## src/rtl/alu_share_arbiter.sv

```systemverilog
// Shares one ALU between the EX stage (req0, high priority) and the aux sequencer (req1); aging counter stops req1 from being starved.
// Latency: request accepted at edge N, response pulse in cycle N+2; one operation every 2 cycles.
// Backpressure: a requester holds valid until its ready; ready only in IDLE. ALU_ARB_GRANT_CNT_EN adds per-requester grant counters.
module alu_share_arbiter #(
    parameter int DATA_WIDTH = 32,
    parameter int CTRL_WIDTH = 4,
    parameter int MAX_WAIT   = 7
) (
    input  logic                  clk,
    input  logic                  rst,
    input  logic                  req0_vld,
    output logic                  req0_rdy,
    input  logic [CTRL_WIDTH-1:0] req0_ctrl,
    input  logic [DATA_WIDTH-1:0] req0_a,
    input  logic [DATA_WIDTH-1:0] req0_b,
    input  logic                  req1_vld,
    output logic                  req1_rdy,
    input  logic [CTRL_WIDTH-1:0] req1_ctrl,
    input  logic [DATA_WIDTH-1:0] req1_a,
    input  logic [DATA_WIDTH-1:0] req1_b,
    output logic [CTRL_WIDTH-1:0] alu_control,
    output logic [DATA_WIDTH-1:0] alu_a,
    output logic [DATA_WIDTH-1:0] alu_b,
    input  logic [DATA_WIDTH-1:0] alu_result,
    input  logic                  alu_zero,
    output logic                  rsp0_vld,
    output logic                  rsp1_vld,
    output logic [DATA_WIDTH-1:0] rsp_result,
    output logic                  rsp_zero,
    output logic [15:0]           grant_cnt0,
    output logic [15:0]           grant_cnt1
);

    typedef enum logic {IDLE, EXEC} state_t;

    localparam logic [3:0] MAX_W = 4'(MAX_WAIT);

    state_t     state, state_nxt;
    logic       owner;
    logic [3:0] age1;
    logic       force1;
    logic       gnt0, gnt1;

    assign force1 = req1_vld && (age1 >= MAX_W);

    always_comb begin
        state_nxt = state;
        gnt0      = 1'b0;
        gnt1      = 1'b0;
        case (state)
            IDLE: begin
                if (force1)
                    gnt1 = 1'b1;
                else if (req0_vld)
                    gnt0 = 1'b1;
                else if (req1_vld)
                    gnt1 = 1'b1;
                if (gnt0 || gnt1)
                    state_nxt = EXEC;
            end
            EXEC: state_nxt = IDLE;
        endcase
    end

    assign req0_rdy = gnt0;
    assign req1_rdy = gnt1;

    always_ff @(posedge clk or posedge rst) begin
        if (rst)
            state <= IDLE;
        else
            state <= state_nxt;
    end

    always_ff @(posedge clk or posedge rst) begin
        if (rst) begin
            owner       <= 1'b0;
            alu_control <= '0;
            alu_a       <= '0;
            alu_b       <= '0;
            rsp0_vld    <= 1'b0;
            rsp1_vld    <= 1'b0;
            rsp_result  <= '0;
            rsp_zero    <= 1'b0;
        end else begin
            rsp0_vld <= 1'b0;
            rsp1_vld <= 1'b0;
            if (gnt0) begin
                owner       <= 1'b0;
                alu_control <= req0_ctrl;
                alu_a       <= req0_a;
                alu_b       <= req0_b;
            end else if (gnt1) begin
                owner       <= 1'b1;
                alu_control <= req1_ctrl;
                alu_a       <= req1_a;
                alu_b       <= req1_b;
            end
            // ALU output settles during EXEC; capture it as we fall back to IDLE
            if (state == EXEC) begin
                rsp_result <= alu_result;
                rsp_zero   <= alu_zero;
                if (owner)
                    rsp1_vld <= 1'b1;
                else
                    rsp0_vld <= 1'b1;
            end
        end
    end

    // Age only advances in IDLE cycles where req1 was refused; frozen during EXEC
    always_ff @(posedge clk or posedge rst) begin
        if (rst)
            age1 <= '0;
        else if (state == IDLE) begin
            if (!req1_vld || gnt1)
                age1 <= '0;
            else if (age1 < MAX_W)
                age1 <= age1 + 4'd1;
        end
    end

`ifdef ALU_ARB_GRANT_CNT_EN
    always_ff @(posedge clk or posedge rst) begin
        if (rst) begin
            grant_cnt0 <= '0;
            grant_cnt1 <= '0;
        end else begin
            if (gnt0)
                grant_cnt0 <= grant_cnt0 + 16'd1;
            if (gnt1)
                grant_cnt1 <= grant_cnt1 + 16'd1;
        end
    end
`else
    assign grant_cnt0 = '0;
    assign grant_cnt1 = '0;
`endif

endmodule

```

## config.mk

```make
export PLATFORM = sky130hd
export DESIGN_NAME = alu_share_arbiter
export DESIGN_NICKNAME = d
export VERILOG_FILES = /design/src/rtl/alu_share_arbiter.sv
export SDC_FILE = /design/constraint.sdc
export NUM_CORES = 1
export LEC_CHECK = 0
export ABC_AREA = 1
export CORE_MARGIN = 10
export CORE_UTILIZATION = 37
export DETAILED_ROUTE_END_ITERATION = 7
export PLACE_DENSITY = 0.77
export SLEW_MARGIN = 20
export SYNTH_ARGS = -nofsm -noshare
export SYNTH_HDL_FRONTEND = slang
export SYNTH_SLANG_ARGS = --single-unit
```

## constraint.sdc

```tcl
create_clock -name clk -period 12.67 [get_ports clk]
set_input_delay 3.801 -clock clk [delete_from_list [all_inputs] [get_ports clk]]
set_output_delay 3.801 -clock clk [all_outputs]
set_load 0.01 [all_outputs]
```

## Word-level counts from Yosys, hierarchy flattened

Cells that the tools add are included.

- Register bits after elaboration: 109
- Input port bits: 173

- $add $sub $neg: 1
- Magnitude comparators: 2
- Mux-type cells: 25
- Bitwise logic cells: 1
- Reductions and logical operators: 7

Operator list:

| kind | count |
|---|---|
| 32-bit 2-to-1 mux | 4 |
| 1-bit 2-to-1 mux | 16 |
| 4-bit 2-to-1 mux | 4 |
| 4-bit by 1-bit adder with 4-bit output, second input constant | 1 |
| 4-bit by 3-bit >= comparator with 1-bit output, second input constant | 1 |
| 4-bit by 3-bit less-than comparator with 1-bit output, second input constant | 1 |
| 2-bit nonzero test | 2 |
| 1-bit logical OR | 2 |
| 1-bit one-hot mux with 2 select lines | 1 |
| 2-bit AND reduction | 1 |
| 1-bit logical AND | 1 |
| 1-bit zero test | 1 |
| 1-bit inverter | 1 |

## Logic depth before layout (Yosys ltp)

Gate-level depths: netlist of the first run.

- Depth in word-level cells: 8
- Depth in mapped cells: 10
- Mapped depth without buffers: 8

## Worst setup path before layout of the first run

OpenSTA, ideal clock, no wires.

- Kind: input to output
- Start: input req0_vld
- End: output req0_rdy
- Arrival: 4.552 ns
- Required time: 8.869 ns
- Setup slack: 4.317 ns
- Stages: 6
- Cells stage by stage: inv_1 -> nor2_4 -> nand2_1 -> buf_2 -> buf_4 -> inv_1

- Cells in the longest elaborated chain, start to end: 4

RTL lines:

| item | line | source |
|---|---|---|
| start, declared | 11 | `input logic req0_vld,` |
| 1-bit 2-to-1 mux | 54 | `else if (req0_vld)` |
| 1-bit 2-to-1 mux | 52 | `if (force1)` |
| 1-bit 2-to-1 mux (2 in a row) | 50 | `case (state)` |
| end, declared | 12 | `output logic req0_rdy,` |

Every way passes these cells. The select of a mux whose other input is x is not followed.

## Worst setup path in the final report of the first run

Same ends and word-level chain as after synthesis.

==> results of run 1 <==
==> flip-flops by register name, summed over array words and instances, names as in the netlist <==
name	cells
rsp0_vld	1
rsp_zero	1
alu_a	32
rsp1_vld	1
alu_b	32
rsp_result	32
age1	4
state	1
alu_control	4
owner	1
==> cells in the mapped netlist, drive strengths merged <==
library cell	n	area [um^2]
a21oi	1	5.00
nand4	1	6.26
o22ai	1	6.26
ha	1	12.5
clkbuf	22	82.6
buf	53	339
xor2	1	8.76
nand2	317	1190
conb	1	3.75
dfrtp	109	2730
nand3	137	686
inv	147	552
nor2	8	45.0
==> layout make-up <==
cell class,instances,area [um^2],share of cell area (%)
Timing Repair Buffer,284,2830,32.4
Clock buffer,9,225,2.58
Clock inverter,7,72.6,0.832
Tap cell,188,235,2.70
Multi-Input combinational cell,499,2080,23.9
Sequential cell,109,2730,31.3
Inverter,147,554,6.35
==> cell families after synthesis <==
family,Yosys count
AND/OR/NAND/NOR,463
other,1
flip-flops,109
XOR/XNOR,1
AO/OA/AOI/OAI,2
buffers and inverters,222
adder cells (fa/ha/maj),1
==> power groups by stage <==
| stage | clock [mW] | sequential [mW] | combinational, mW |
|---|---|---|---|
| final | 0.285 | 0.469 | 0.433 |
| after global routing | 0.308 | 0.480 | 0.476 |
| after CTS | 0.294 | 0.470 | 0.441 |
| after detailed placement | 0 | 0.475 | 0.439 |
| after global placement | 0 | 0.473 | 0.435 |
| after floorplan | 0 | 0.511 | 0.151 |
==> final timing paths <==
check,end,slack [ns],cells past startpoint
setup / recovery,req0_rdy,3.07,7
hold / removal,rsp0_vld$_DFF_PP0_,0.45,1
setup reg to reg,alu_a[10]$_DFFE_PP0P_,9.73,9
hold reg to reg,rsp0_vld$_DFF_PP0_,0.45,1
max in group asynchronous,alu_b[25]$_DFFE_PP0P_,7.57,3
min in group asynchronous,alu_a[7]$_DFFE_PP0P_,3.90,2
==> layer usage <==
| layer | global-route usage, % | vias to the layer above | part of all wire, % |
|---|---|---|---|
| met5 | 0 | - | 0 |
| met4 | 5.05 | 0 | 1.4 |
| met3 | 6.20 | 16 | 9.3 |
| met2 | 28.6 | 201 | 48 |
| met1 | 20.4 | 2472 | 41 |
| li1 | - | 2801 | - |
==> flow_summary.rst, run 1 <==
.. list-table::
   :header-rows: 1

   * - Metric
     - Value
   * - Run status
     - finished clean
   * - HPWL Detailed
     - ~14000 um
   * - Simple-gate share of the synthesized area
     - about a third
   * - Worst Max-Slew Pin Slew
     - between 0.7 and 0.8 ns
   * - Worst rel slew slack
     - roughly 48%
   * - FMAX
     - approximately 100 MHz
   * - Cts-stage hold buffer count
     - 0
   * - Adder-cell area share of the yosys netlist
     - less than 1%
   * - Vias in the first global route
     - about 5300
   * - Area share of xor/xnor cells in the synthesized design
     - less than 1%
   * - H-Tree Level Count
     - 3
   * - Clock insertion delay at the later pin of the skew report
     - 0.35 ns
   * - Most frequent cells in the layout
     - sky130_fd_sc_hd__nand2_1, sky130_fd_sc_hd__clkdlybuf4s50_1, sky130_fd_sc_hd__inv_1
   * - Largest family of logic cells by synthesized area
     - simple AND/OR/NAND/NOR gates
   * - Initial antenna violation count
     - 0
   * - Number of clock sinks seen by CTS
     - 109
   * - Final number of setup-violating endpoints
     - 0
   * - Area overhead of the layout relative to synthesis
     - 54.0%
   * - CP top delay family
     - buffers and inverters
   * - Cell at the slowest stage of the critical path
     - sky130_fd_sc_hd__buf_4
   * - Detailed-routing iteration count for the pre-antenna-repair pass
     - 5
   * - Die Outline Area
     - a little over 20000 um^2
   * - Top-Level Pins
     - between 300 and 400
   * - Sequential cell area fraction in the yosys report
     - 48.2%
   * - Min Tclk post-route
     - 9.60 ns
   * - Y dimension of the die
     - about 140 um
   * - Mapped Cells
     - approximately 800
   * - Setup Total Neg Slack
     - 0 ns
   * - Clock-pin slew on the worst setup and hold paths
     - about 0.07 ns
   * - Final worst slack
     - between 3 and 4 ns
   * - Smallest hold slack
     - roughly 0.45 ns
   * - Post-placement cell count
     - 1227
   * - Switching share of power
     - 32.1%
   * - DR vias
     - roughly 5500
   * - Summed area of non-filler cells in the final layout
     - about 8700 um^2
   * - Kind of end point of the critical path
     - output port
   * - Layout Nets
     - approximately 1200
   * - Final routed wire length divided by cell count
     - ~15 um
   * - Grt total ovfl
     - 0
   * - Wire length reported by the detailed router
     - roughly 19000 um
   * - Final core occ
     - around 58%
   * - Synthesis-stage register bit count
     - between 100 and 150
   * - Worst reg2reg startpoint
     - state$_DFF_PP0_
   * - Most frequent standard cell in the layout excluding fill and tap cells
     - sky130_fd_sc_hd__nand2_1
   * - Horiz. Die Dim
     - 144 um
   * - Kind of critical path
     - in2out
   * - Maximum fanout along the worst path
     - 70
   * - Filler instances
     - between 1000 and 1500
   * - Final Max Slew Viols
     - 0
   * - CP peak stage delay
     - approximately 0.58 ns
   * - Post-Syn Area
     - about 5700 um^2
   * - Internal
     - a little over 0.8 mW
   * - Port bufs
     - approximately 280
   * - Fraction of the cycle the final worst path needs
     - ~76%
   * - CTS-repair resized insts
     - 0
   * - Worst clock skew
     - 0.00767 ns
   * - RSZ-0062 raised after global routing
     - false
   * - Class of the most critical hold timing path
     - reg2reg
   * - Portion of netlist area occupied by mux cells
     - 0%
   * - Number of standard cells in the final layout excluding fillers
     - ~1200
   * - Total number of yosys warnings
     - 0
   * - Number of setup buffers added after CTS
     - 0
   * - Share of total power in the clock network
     - between 20% and 30%
   * - Maximum number of pins on one net before global-route repair
     - 71
   * - Data arrival, critical path
     - slightly below 6 ns
   * - Share of the synthesized area in compound gates (AO/OA/AOI/OAI)
     - less than 1%
   * - Placement row count
     - 45
   * - Synth cell types
     - 17
   * - Effective utilization at floorplan
     - between 30% and 40%
   * - Startpoint class of the critical path
     - primary input
   * - GRT Overall Usage
     - between 10% and 20%
   * - Placed standard-cell area
     - between 8000 and 9000 um^2
   * - Post-route DRC violation count
     - 0
   * - Total power draw
     - roughly 1.2 mW
   * - Bufs on Longest Clock Path
     - 2
   * - Number of vias per cell
     - ~4.4
   * - Maximum VDD drop
     - approximately 65 uV
   * - Fin. Hold Viols
     - 0
   * - Power density normalized to cell area
     - about 140 nW/um^2
   * - Setup slack after placement
     - a little over 3 ns
   * - Ordered list of cells on the worst path
     - clkdlybuf4s50_1 > inv_1 > nor2_4 > buf_4 > nand2_2 > inv_1 > clkdlybuf4s50_1
   * - Wire length of the first global-routing pass
     - about 28000 um
   * - Number of buffers and inverters on the critical path
     - 5
   * - Number of max-capacitance violations reported
     - 0
   * - Clock buffer count from CTS
     - 9
   * - Count of inserted antenna diode cells
     - 0
   * - TritonCTS clock tree
     - done
   * - Root buffer selected by CTS
     - sky130_fd_sc_hd__clkbuf_16
   * - Static leakage
     - around 4.7 nW
   * - Initial detailed-routing violation count
     - between 300 and 400
   * - Sequential power share
     - about two fifths
   * - Post-detailed-route count of antenna-violating nets
     - 0
   * - Source of the worst hold timing path
     - owner$_DFFE_PP0P_
   * - Layout cells sized above 1
     - 2.94%
   * - Switching power
     - between 0.3 and 0.4 mW
   * - Mapped Avg Cell Area
     - a little over 7 um^2
   * - Gate power share
     - about 37%
   * - Routability congestion estimate from global placement
     - roughly 0.8
   * - Critical path startpoint
     - req0_vld
   * - Floorplan Core Area
     - 15100 um^2
   * - Data required time at the worst endpoint
     - 8.87 ns
Note: power is estimated with default switching activity, not from simulation.
==> inputs of run 2 (changes only) <==
CORE_UTILIZATION = 36   (was 37)
PLACE_DENSITY = 0.78   (was 0.77)
clock period = 8.16 ns   (was 12.67 ns; I/O delays follow)
==> run 2 against run 1 <==
Setup slack lost 1.3 ns. Sequential power grew 56%. Clock-buffer cell count is the same. Die area grew 2.4%. Final cell count grew 1.8%. Critical path type unchanged. Largest power group unchanged. Highest routed layer unchanged.
==> flow_summary.rst, run 2 (synthesized netlist as in run 1, its figures left out) <==
.. list-table::
   :header-rows: 1

   * - Metric
     - Value
   * - Number of buffers and inverters on the critical path
     - 4
   * - Bufs on Longest Clock Path
     - 2
   * - Routability congestion estimate from global placement
     - 0.767
   * - Clock insertion delay at the later pin of the skew report
     - between 0.3 and 0.4 ns
   * - Most frequent standard cell in the layout excluding fill and tap cells
     - sky130_fd_sc_hd__nand2_1
   * - Filler instances
     - between 1000 and 1500
   * - Most frequent cells in the layout
     - sky130_fd_sc_hd__nand2_1, sky130_fd_sc_hd__clkdlybuf4s50_1, sky130_fd_sc_hd__inv_1
   * - Data required time at the worst endpoint
     - roughly 5.7 ns
   * - FMAX
     - between 150 and 200 MHz
   * - Vias in the first global route
     - approximately 5400
   * - Worst clock skew
     - about 0.0089 ns
   * - Top-Level Pins
     - 310
   * - Number of vias per cell
     - 4.44
   * - HPWL Detailed
     - approximately 14000 um
   * - Number of clock sinks seen by CTS
     - between 100 and 150
   * - DR vias
     - roughly 5600
   * - Count of inserted antenna diode cells
     - 0
   * - Number of max-capacitance violations reported
     - 0
   * - Class of the most critical hold timing path
     - reg2reg
   * - CP peak stage delay
     - roughly 0.56 ns
   * - Placement row count
     - 45
   * - Wire length of the first global-routing pass
     - about 30000 um
   * - Final number of setup-violating endpoints
     - 0
   * - Layout Nets
     - between 1000 and 1500
   * - Worst rel slew slack
     - 46.2%
   * - Maximum number of pins on one net before global-route repair
     - 70
   * - Run status
     - finished clean
   * - Floorplan Core Area
     - 15300 um^2
   * - Initial antenna violation count
     - 0
   * - Wire length reported by the detailed router
     - slightly below 20000 um
   * - Power density normalized to cell area
     - around 210 nW/um^2
   * - Cell at the slowest stage of the critical path
     - sky130_fd_sc_hd__clkdlybuf4s50_1
   * - TritonCTS clock tree
     - done
   * - Min Tclk post-route
     - 6.38 ns
   * - RSZ-0062 raised after global routing
     - false
   * - Setup Total Neg Slack
     - 0 ns
   * - Number of setup buffers added after CTS
     - 0
   * - Maximum fanout along the worst path
     - 3
   * - Kind of critical path
     - in2out
   * - Root buffer selected by CTS
     - sky130_fd_sc_hd__clkbuf_16
   * - Detailed-routing iteration count for the pre-antenna-repair pass
     - 4
   * - CTS-repair resized insts
     - 0
   * - Initial detailed-routing violation count
     - roughly 310
   * - Area overhead of the layout relative to synthesis
     - 54.4%
   * - Post-detailed-route count of antenna-violating nets
     - 0
   * - Post-route DRC violation count
     - 0
   * - Biggest registers after layout
     - alu_a: 32 flops, alu_b: 32 flops, rsp_result: 32 flops
   * - Post-placement cell count
     - 1250
   * - H-Tree Level Count
     - 3
   * - Kind of end point of the critical path
     - output port
   * - Final routed wire length divided by cell count
     - about 15 um
   * - Port bufs
     - 277
   * - Reg-to-reg setup timing slack
     - about 5.3 ns
   * - Effective utilization at floorplan
     - 37.0%
   * - Startpoint class of the critical path
     - primary input
   * - Number of standard cells in the final layout excluding fillers
     - 1265
   * - Die Outline Area
     - approximately 21000 um^2
   * - Maximum VDD drop
     - about 120 uV
   * - Ordered list of cells on the worst path
     - clkdlybuf4s50_1 > nand2_1 > inv_2 > nand2_1 > inv_1 > clkdlybuf4s50_1
   * - Layout cells sized above 1
     - under 10%
   * - Clock-pin slew on the worst setup and hold paths
     - ~0.08 ns
   * - Cts-stage hold buffer count
     - 0
   * - Data arrival, critical path
     - ~3.9 ns
   * - Fraction of the cycle the final worst path needs
     - roughly 78%
   * - Final Max Slew Viols
     - 0
   * - Grt total ovfl
     - 0
   * - Static leakage
     - 4.69 nW
   * - Fin. Hold Viols
     - 0
   * - GRT Overall Usage
     - between 15 and 20%
   * - Clock buffer count from CTS
     - 9
   * - Horiz. Die Dim
     - ~150 um
   * - Worst Max-Slew Pin Slew
     - 0.808 ns
   * - Y dimension of the die
     - 145 um
   * - CP top delay family
     - buffers and inverters
## run 2: cell types whose count changed in the layout (fill, tap and decap cells not counted)
| cell | change |
|---|---|
| sky130_fd_sc_hd__clkinvlp_4 | -2 |
| sky130_fd_sc_hd__clkinv_2 | +1 |
## run 2: final cells by class
class	count	area (um^2)	share of cell area (%)
clock inverters	6	62.6	0.716
multi-input cells	499	2080	23.8
flip-flops and latches	109	2730	31.2
inverters	147	554	6.34
clock buffers	9	225	2.58
repair buffers	284	2830	32.3
well taps	211	264	3.02
## run 2: where the power goes
group	leakage, nW	switching [mW]	internal (mW)	total, mW
clock network	0.146	0.202	0.237	0.440
logic	3.22	0.323	0.351	0.674
registers	1.33	0.0686	0.662	0.731
## run 2: final timing paths
check,endpoint,startpoint,cells past startpoint
hold reg to reg,rsp0_vld$_DFF_PP0_,owner$_DFFE_PP0P_,1
setup reg to reg,alu_b[7]$_DFFE_PP0P_,state$_DFF_PP0_,8
min in group asynchronous,alu_b[29]$_DFFE_PP0P_,rst,2
max in group asynchronous,rsp_result[23]$_DFFE_PP0P_,rst,3
hold / removal,rsp0_vld$_DFF_PP0_,owner$_DFFE_PP0P_,1
setup / recovery,req1_rdy,req1_vld,6
## run 2: per-layer routing
metal	share of wire [%]	wire [um]	track usage, %	vias up
met5	0	0	0	-
li1	-	-	-	2805
met2	50	9870	29.9	202
met1	41	8040	21.7	2593
met4	0.82	160	4.04	0
met3	7.7	1500	5.56	13
## run 2: through the flow
stage | util [%] | total power [mW] | hold slack, ns | area, um^2 | worst slack [ns]
floorplan | - | 1.03 | 0.426 | 5780 | 2.51
global placement | 55.2 | 1.41 | 0.440 | 8460 | 1.78
detailed placement | 55.2 | 1.43 | 0.447 | 8460 | 1.77
CTS | 57.1 | 1.87 | 0.458 | 8740 | 1.75
global route | 57.1 | 1.96 | 0.495 | 8740 | 1.65
finish | 57.1 | 1.84 | 0.460 | 8740 | 1.78
